===== src/rtl/ms_wait_timer.sv =====
// Blocking millisecond wait: counts +1 steps of the free-running ms_time count
// and pulses done once the loaded number of ticks has elapsed.
module ms_wait_timer #(
  parameter int TIME_W = 16
) (
  input  logic              clk,
  input  logic              reset_n,
  input  logic [TIME_W-1:0] ms_time,
  input  logic              start,
  input  logic [TIME_W-1:0] duration,
  input  logic              cancel,
  output logic              busy,
  output logic              done,
  output logic [TIME_W-1:0] remaining
);

  localparam logic [TIME_W-1:0] ZERO = TIME_W'(0);
  localparam logic [TIME_W-1:0] ONE  = TIME_W'(1);

  typedef enum logic [1:0] {
    IDLE = 2'd0,
    WAIT = 2'd1,
    DONE = 2'd2
  } state_t;

  state_t            r_state;
  state_t            w_state_nx;
  logic [TIME_W-1:0] r_last_ms;
  logic [TIME_W-1:0] r_remaining;
  logic [TIME_W-1:0] w_remaining_nx;
  logic [TIME_W-1:0] w_last_inc;
  logic              w_tick;
  logic              r_busy;
  logic              r_done;

  // Only an exact +1 step (wrap included) counts; a TIMERST jump to 0 does not.
  assign w_last_inc = r_last_ms + ONE;
  assign w_tick     = (ms_time == w_last_inc);

  // State register, ms history and registered outputs
  always_ff @(posedge clk or negedge reset_n) begin
    if (!reset_n) begin
      r_state     <= IDLE;
      r_last_ms   <= ZERO;
      r_remaining <= ZERO;
      r_busy      <= 1'b0;
      r_done      <= 1'b0;
    end else begin
      r_state     <= w_state_nx;
      r_last_ms   <= ms_time;
      r_remaining <= w_remaining_nx;
      r_busy      <= (w_state_nx == WAIT);
      r_done      <= (w_state_nx == DONE);
    end
  end

  // Next-state and next-remaining decode
  always_comb begin
    w_state_nx     = r_state;
    w_remaining_nx = r_remaining;
    case (r_state)
      IDLE: begin
        w_remaining_nx = ZERO;
        if (start && !cancel) begin
          if (duration != ZERO) begin
            w_state_nx     = WAIT;
            w_remaining_nx = duration;
          end else begin
            w_state_nx = DONE;
          end
        end else begin
          w_state_nx = IDLE;
        end
      end
      WAIT: begin
        // Cancel takes priority over a tick arriving in the same cycle.
        if (cancel) begin
          w_state_nx     = IDLE;
          w_remaining_nx = ZERO;
        end else if (w_tick) begin
          if (r_remaining <= ONE) begin
            w_state_nx     = DONE;
            w_remaining_nx = ZERO;
          end else begin
            w_remaining_nx = r_remaining - ONE;
          end
        end else begin
          w_state_nx = WAIT;
        end
      end
      DONE: begin
        w_state_nx     = IDLE;
        w_remaining_nx = ZERO;
      end
      default: begin
        w_state_nx     = IDLE;
        w_remaining_nx = ZERO;
      end
    endcase
  end

  assign busy      = r_busy;
  assign done      = r_done;
  assign remaining = r_remaining;

endmodule


===== config.mk =====
export PLATFORM = sky130hd
export DESIGN_NAME = ms_wait_timer
export DESIGN_NICKNAME = d
export VERILOG_FILES = /design/src/rtl/ms_wait_timer.sv
export SDC_FILE = /design/constraint.sdc
export NUM_CORES = 1
export LEC_CHECK = 0
export ABC_AREA = 0
export CORE_UTILIZATION = 45
export CTS_CLUSTER_DIAMETER = 40
export DETAILED_ROUTE_END_ITERATION = 10
export PLACE_DENSITY_LB_ADDON = 0.25
export SKIP_LAST_GASP = 1
export SLEW_MARGIN = 20
export SYNTH_ARGS = -nofsm -noshare
export SYNTH_HDL_FRONTEND = slang
export SYNTH_SLANG_ARGS = --single-unit

===== constraint.sdc =====
create_clock -name clk -period 2.21 [get_ports clk]
set_input_delay 0.3315 -clock clk [delete_from_list [all_inputs] [get_ports clk]]
set_output_delay 0.3315 -clock clk [all_outputs]
set_load 0.01 [all_outputs]

==> Word-level counts from Yosys, hierarchy flattened <==
Index checks and enable logic that the tools add are counted.
{ "word_totals": {"out_inout_bits": 18, "latchBits": 0, "mem_bits_ro": 0, "input_bits": 36, "mem_bits_rw": 0, "ff_bits": 36, "wordCells": 29, "n_memories": 0} }
{ "classes": {"div": 0, "n_shift": 0, "add_sub_neg": 2, "magnitude_cmp": 1, "muxes": 12, "reduce_logical": 4, "eq_ne": 5, "n_bitwise": 0, "n_mul": 0} }
{ "op_table": {"columns": ["cell", "count"], "rows": [
  ["$mux 16", 5],
  ["$pmux 16 s2", 1],
  ["$add 16x1->16 const B", 1],
  ["$eq 16x16->1", 1],
  ["$le 16x1->1 const B", 1],
  ["$reduce_bool 16->1", 1],
  ["$sub 16x1->16 const B", 1],
  ["$mux 2", 5],
  ["$eq 2x1->1 const B", 2],
  ["$pmux 2 s2", 1],
  ["$ne 3x3->1 const B", 1],
  ["$eq 2x2->1 const B", 1],
  ["$logic_not 2->1", 1],
  ["$logic_and 1x1->1", 1],
  ["$logic_not 1->1", 1]
]} }

==> Depth between registers and ports, before layout <==
{ "depth": {"ltp_word": 6, "mapped_depth": 10, "depth_no_buf": 9} }

==> Least setup slack after synthesis <==
Ideal clock, no wire load.
{ "synth_timing": {"kind": "register to register", "start": "register r_last_ms[3]", "end": "register r_remaining[3] (netlist: remaining[3])", "n_path_buf": 1, "t_arrival_ps": 2335, "path_slack_ps": -244, "t_required_ps": 2091, "stages_incl_launch_ff": 9, "synth_period_minus_slack_ps": 2454, "setup_ps": 119, "cell_sequence": "dfrtp_1 -> nand4_2 -> or4_4 -> mux2_4 -> a311oi_2 -> nor4_4 -> buf_6 -> a31oi_1 -> a21bo_2"} }
{ "synth_via": {"elab_chain_len": 3} }
{ "synth_lines": {"columns": ["element", "line", "rtl"], "rows": [
  ["from (decl)", "28", "logic [TIME_W-1:0] r_last_ms;"],
  ["from (signal assigned)", "50", "r_last_ms <= ms_time;"],
  ["$add 16x1->16", "37", "assign w_last_inc = r_last_ms + ONE;"],
  ["$eq 16x16->1", "38", "assign w_tick = (ms_time == w_last_inc);"],
  ["$ne 3x3->1 (no source line)", null, null],
  ["to (signal assigned)", "51", "r_remaining <= w_remaining_nx;"],
  ["to (decl)", "29", "logic [TIME_W-1:0] r_remaining;"]
]} }
No other way between the ends.
A chain may end at the register's enable or synchronous reset.

==> Worst setup path in the final report <==
Ends and elaborated chain as after synthesis.

==> results.sh <==
export IMPL_status="finished with violations"
export IMPL_violations="setup timing"
export IMPL_grt_max_degree=37
export IMPL_port_buffer_count=53
export IMPL_grt_antenna_before_repair=0
export IMPL_ctsHtreeMaxLevel=2
export IMPL_start_kind="flip-flop"
export IMPL_max_stage_delay_ns=0.57
export IMPL_powerDensity_nw_per_um2=584.1
export IMPL_rows=25
export IMPL_path_max_fanout=23
export IMPL_place_gp_congestion=0.8895
export IMPL_pin_count=54
export IMPL_ys_ff_latch=36
export IMPL_wl_um=6373
export IMPL_cts_tree="done"
export IMPL_drc=0
export IMPL_dp_hpwl_um=4831
export IMPL_p_switching_mw=0.6552
export IMPL_synth_flop_cell="dfrtp_1"
export IMPL_die_h_um=72.94
export IMPL_pwr_share_seq_pct=37.7
export IMPL_crit_arrival_ns=2.67
export IMPL_grtUsageTotal_pct=26.30
export IMPL_hold_viol=0
export IMPL_syn_instance_count=242
export IMPL_stdcell_count=427
export IMPL_clkSinkCount=36
export IMPL_p_clk_share_pct=24.4
export IMPL_crit_type="reg2reg"
export IMPL_drive_gt1_share_pct=26.11
export IMPL_antenna_cells=0
export IMPL_vdd_ir_drop_worst_uv=481.5
export IMPL_fp_dieW_um=72.94
export IMPL_cts_root_buf="clkbuf_8"
export IMPL_nFillCells=378
export IMPL_worstReg2RegEnd="remaining[3]"
export IMPL_pre_cts_slack_ns=-0.4406
export IMPL_clk_latency_ns=0.29
export IMPL_grt_pass1_wl_um=10800
export IMPL_die_area_um2=5320
export IMPL_rrSetupSlack_ns=-0.28
export IMPL_ys_async_sr_fraction_pct=100.0
export IMPL_synth_cell_type_count=59
export IMPL_grt_ovfl_total=0
export IMPL_syn2layout_area_growth_pct=52.32
export IMPL_grt_pass1_vias=2390
export IMPL_worstMarginPinSlew_ns=0.8179
export IMPL_synth_edff_count=0
export IMPL_finalPower_mw=2.015
export IMPL_drt_iter0_markers=268
export IMPL_vias=2433
export IMPL_drt_pass1_iterations=4
export IMPL_layout_common_cells="buf_4 (63), clkdlybuf4s50_1 (52), dfrtp_1 (36)"
export IMPL_setup_viol=18
export IMPL_pwr_share_comb_pct=37.9
export IMPL_rsz0062_at_grt="true"
export IMPL_relSlewSlack_pct=45.47
export IMPL_clk_pin_slew_ns=0.07
export IMPL_worstRegToRegCells=9
export IMPL_rr_startpoint="r_last_ms[3]"
export IMPL_avgRoutedWirePerCell_um=14.93
export IMPL_hold_ws_ns=0.1300
export IMPL_finalCritPeriodShare_pct=112.5
export IMPL_syn_area_um2=2265
export IMPL_start_util_pct=47.32
export IMPL_skew_ns=0.006031
export IMPL_max_freq_mhz=402.3
export IMPL_power_leakage_nw=1.479
export IMPL_worst_slack_ns=-0.2755
export IMPL_dp_cells=417
export IMPL_cts_inserted_buffers=5
export IMPL_syn_num_nets=281
export IMPL_hold_path_class="in2async"
export IMPL_cts_path_max_buffers=2
export IMPL_period_needed_ns=2.485
export IMPL_swShare_pct=32.52
export IMPL_layout_commonest_cell="buf_4"
export IMPL_end_kind="flip-flop"
export IMPL_fin_util_pct=72.08
export IMPL_avgSynthCellArea_um2=9.358
export IMPL_critPathLaunch="r_last_ms[3]"
export IMPL_p_int_mw=1.360
export IMPL_drv_slew=0
export IMPL_crit_required_ns=2.40
export IMPL_vias_per_cell=5.698
export IMPL_crit_chain="nand4_2 -> or4_4 -> mux2_4 -> a311oi_2 -> buf_4 -> nor4_4 -> buf_12 -> a31oi_1 -> a21bo_2"
export IMPL_cpMaxStageDelayCell="or4_4"
export IMPL_yosysSeqAreaShare_pct=39.78
export IMPL_ys_warn_count=0
export IMPL_ant_nets=0
export IMPL_final_nets=398
export IMPL_core_um2=4786
export IMPL_maxCapViolCount=0
==> per-stage QoR <==
step	area, um2	TNS, ns
6_report	3450	-3.987
5_1_grt	3450	-5.946
4_1_cts	3422	-4.093
3_5_place_dp	3308	-7.425
3_3_place_gp	3308	-6.712
2_1_floorplan	2265	-3.149
==> layer usage <==
| layer | vias up | GRT usage [%] | wire [um] |
|---|---|---|---|
| met5 | - | 0 | 0 |
| li1 | 1174 | - | - |
| met1 | 1142 | 36.30 | 2937 |
| met3 | 15 | 4.144 | 401 |
| met4 | 0 | 9.586 | 105 |
| met2 | 102 | 41.85 | 2929 |
==> cell type report <==
| type | count | area [um2] | area share [%] |
|---|---|---|---|
| Multi-Input combinational cell | 193 | 1334 | 38.67 |
| Timing Repair Buffer | 117 | 1018 | 29.52 |
| Sequential cell | 36 | 900.9 | 26.12 |
| Clock buffer | 8 | 90.09 | 2.612 |
| Tap cell | 67 | 83.83 | 2.430 |
| Inverter | 6 | 22.52 | 0.6529 |
==> registers in the layout (all words and copies together) (netlist names) <==
name,count
r_state,2
remaining,16
done,1
r_last_ms,16
busy,1
==> Yosys cell counts, types with 4 or more instances <==
cell	number	area, um2
a32oi_1	4	35.03
and3_1	4	25.02
o2bb2ai_1	5	43.79
o21ai_0	10	50.05
nor2b_1	5	31.28
inv_1	6	22.52
nor3_1	12	60.06
nor3b_1	4	30.03
xor2_1	8	70.07
nor2_1	15	56.30
nand4_1	8	50.05
clkbuf_1	4	15.01
nand3_1	10	50.05
a21oi_1	7	35.03
xnor2_1	7	61.31
nand2_1	26	97.59
dfrtp_1	36	900.9
nor4_1	10	62.56
==> power groups by stage <==
| stage | clock network, mW | registers (mW) | logic [mW] |
|---|---|---|---|
| floorplan | 0 | 0.799 | 0.307 |
| global placement | 0 | 0.766 | 0.728 |
| detailed placement | 0 | 0.769 | 0.744 |
| CTS | 0.501 | 0.757 | 0.753 |
| global route | 0.523 | 0.763 | 0.834 |
| finish | 0.492 | 0.759 | 0.764 |
==> cells by family after synthesis <==
| kind of cell | count (synthesis) | share of synthesized area, % |
|---|---|---|
| DFF | 36 | 39.78 |
| buffers and inverters | 14 | 3.259 |
| and+or+nand+nor | 115 | 28.89 |
| xor gates and xnor gates | 15 | 5.801 |
| adders and majority gates | 3 | 1.658 |
| muxes | 4 | 1.989 |
| AOI/OAI and AO/OA | 55 | 18.62 |
==> critical path, delay by kind of cell, from the launching register on <==
family                 cells  cell delay, ns
AO/OA/AOI/OAI              3            0.61
buffers and inverters      2            0.33
flip-flops                 1            0.38
multiplexers               1            0.32
AND/OR/NAND/NOR            3            0.74
==> worst max path at each step <==
| stage | to | slack [ns] |
|---|---|---|
| global route | remaining[2] | -0.43 |
| detailed placement | remaining[3] | -0.44 |
| floorplan | remaining[3] | -0.24 |
| global placement | remaining[3] | -0.39 |
| CTS | r_state[0] | -0.28 |
| finish | remaining[3] | -0.28 |
==> repair_timing <==
action	CTS	global route
gates cloned	1	0
hold buffers	0	0
resized for setup	4	5
setup buffers	0	1
pin swaps	1	0
hold endpoints to repair	0	0
setup endpoints to repair	20	20
(Power assumes the default switching activity.)
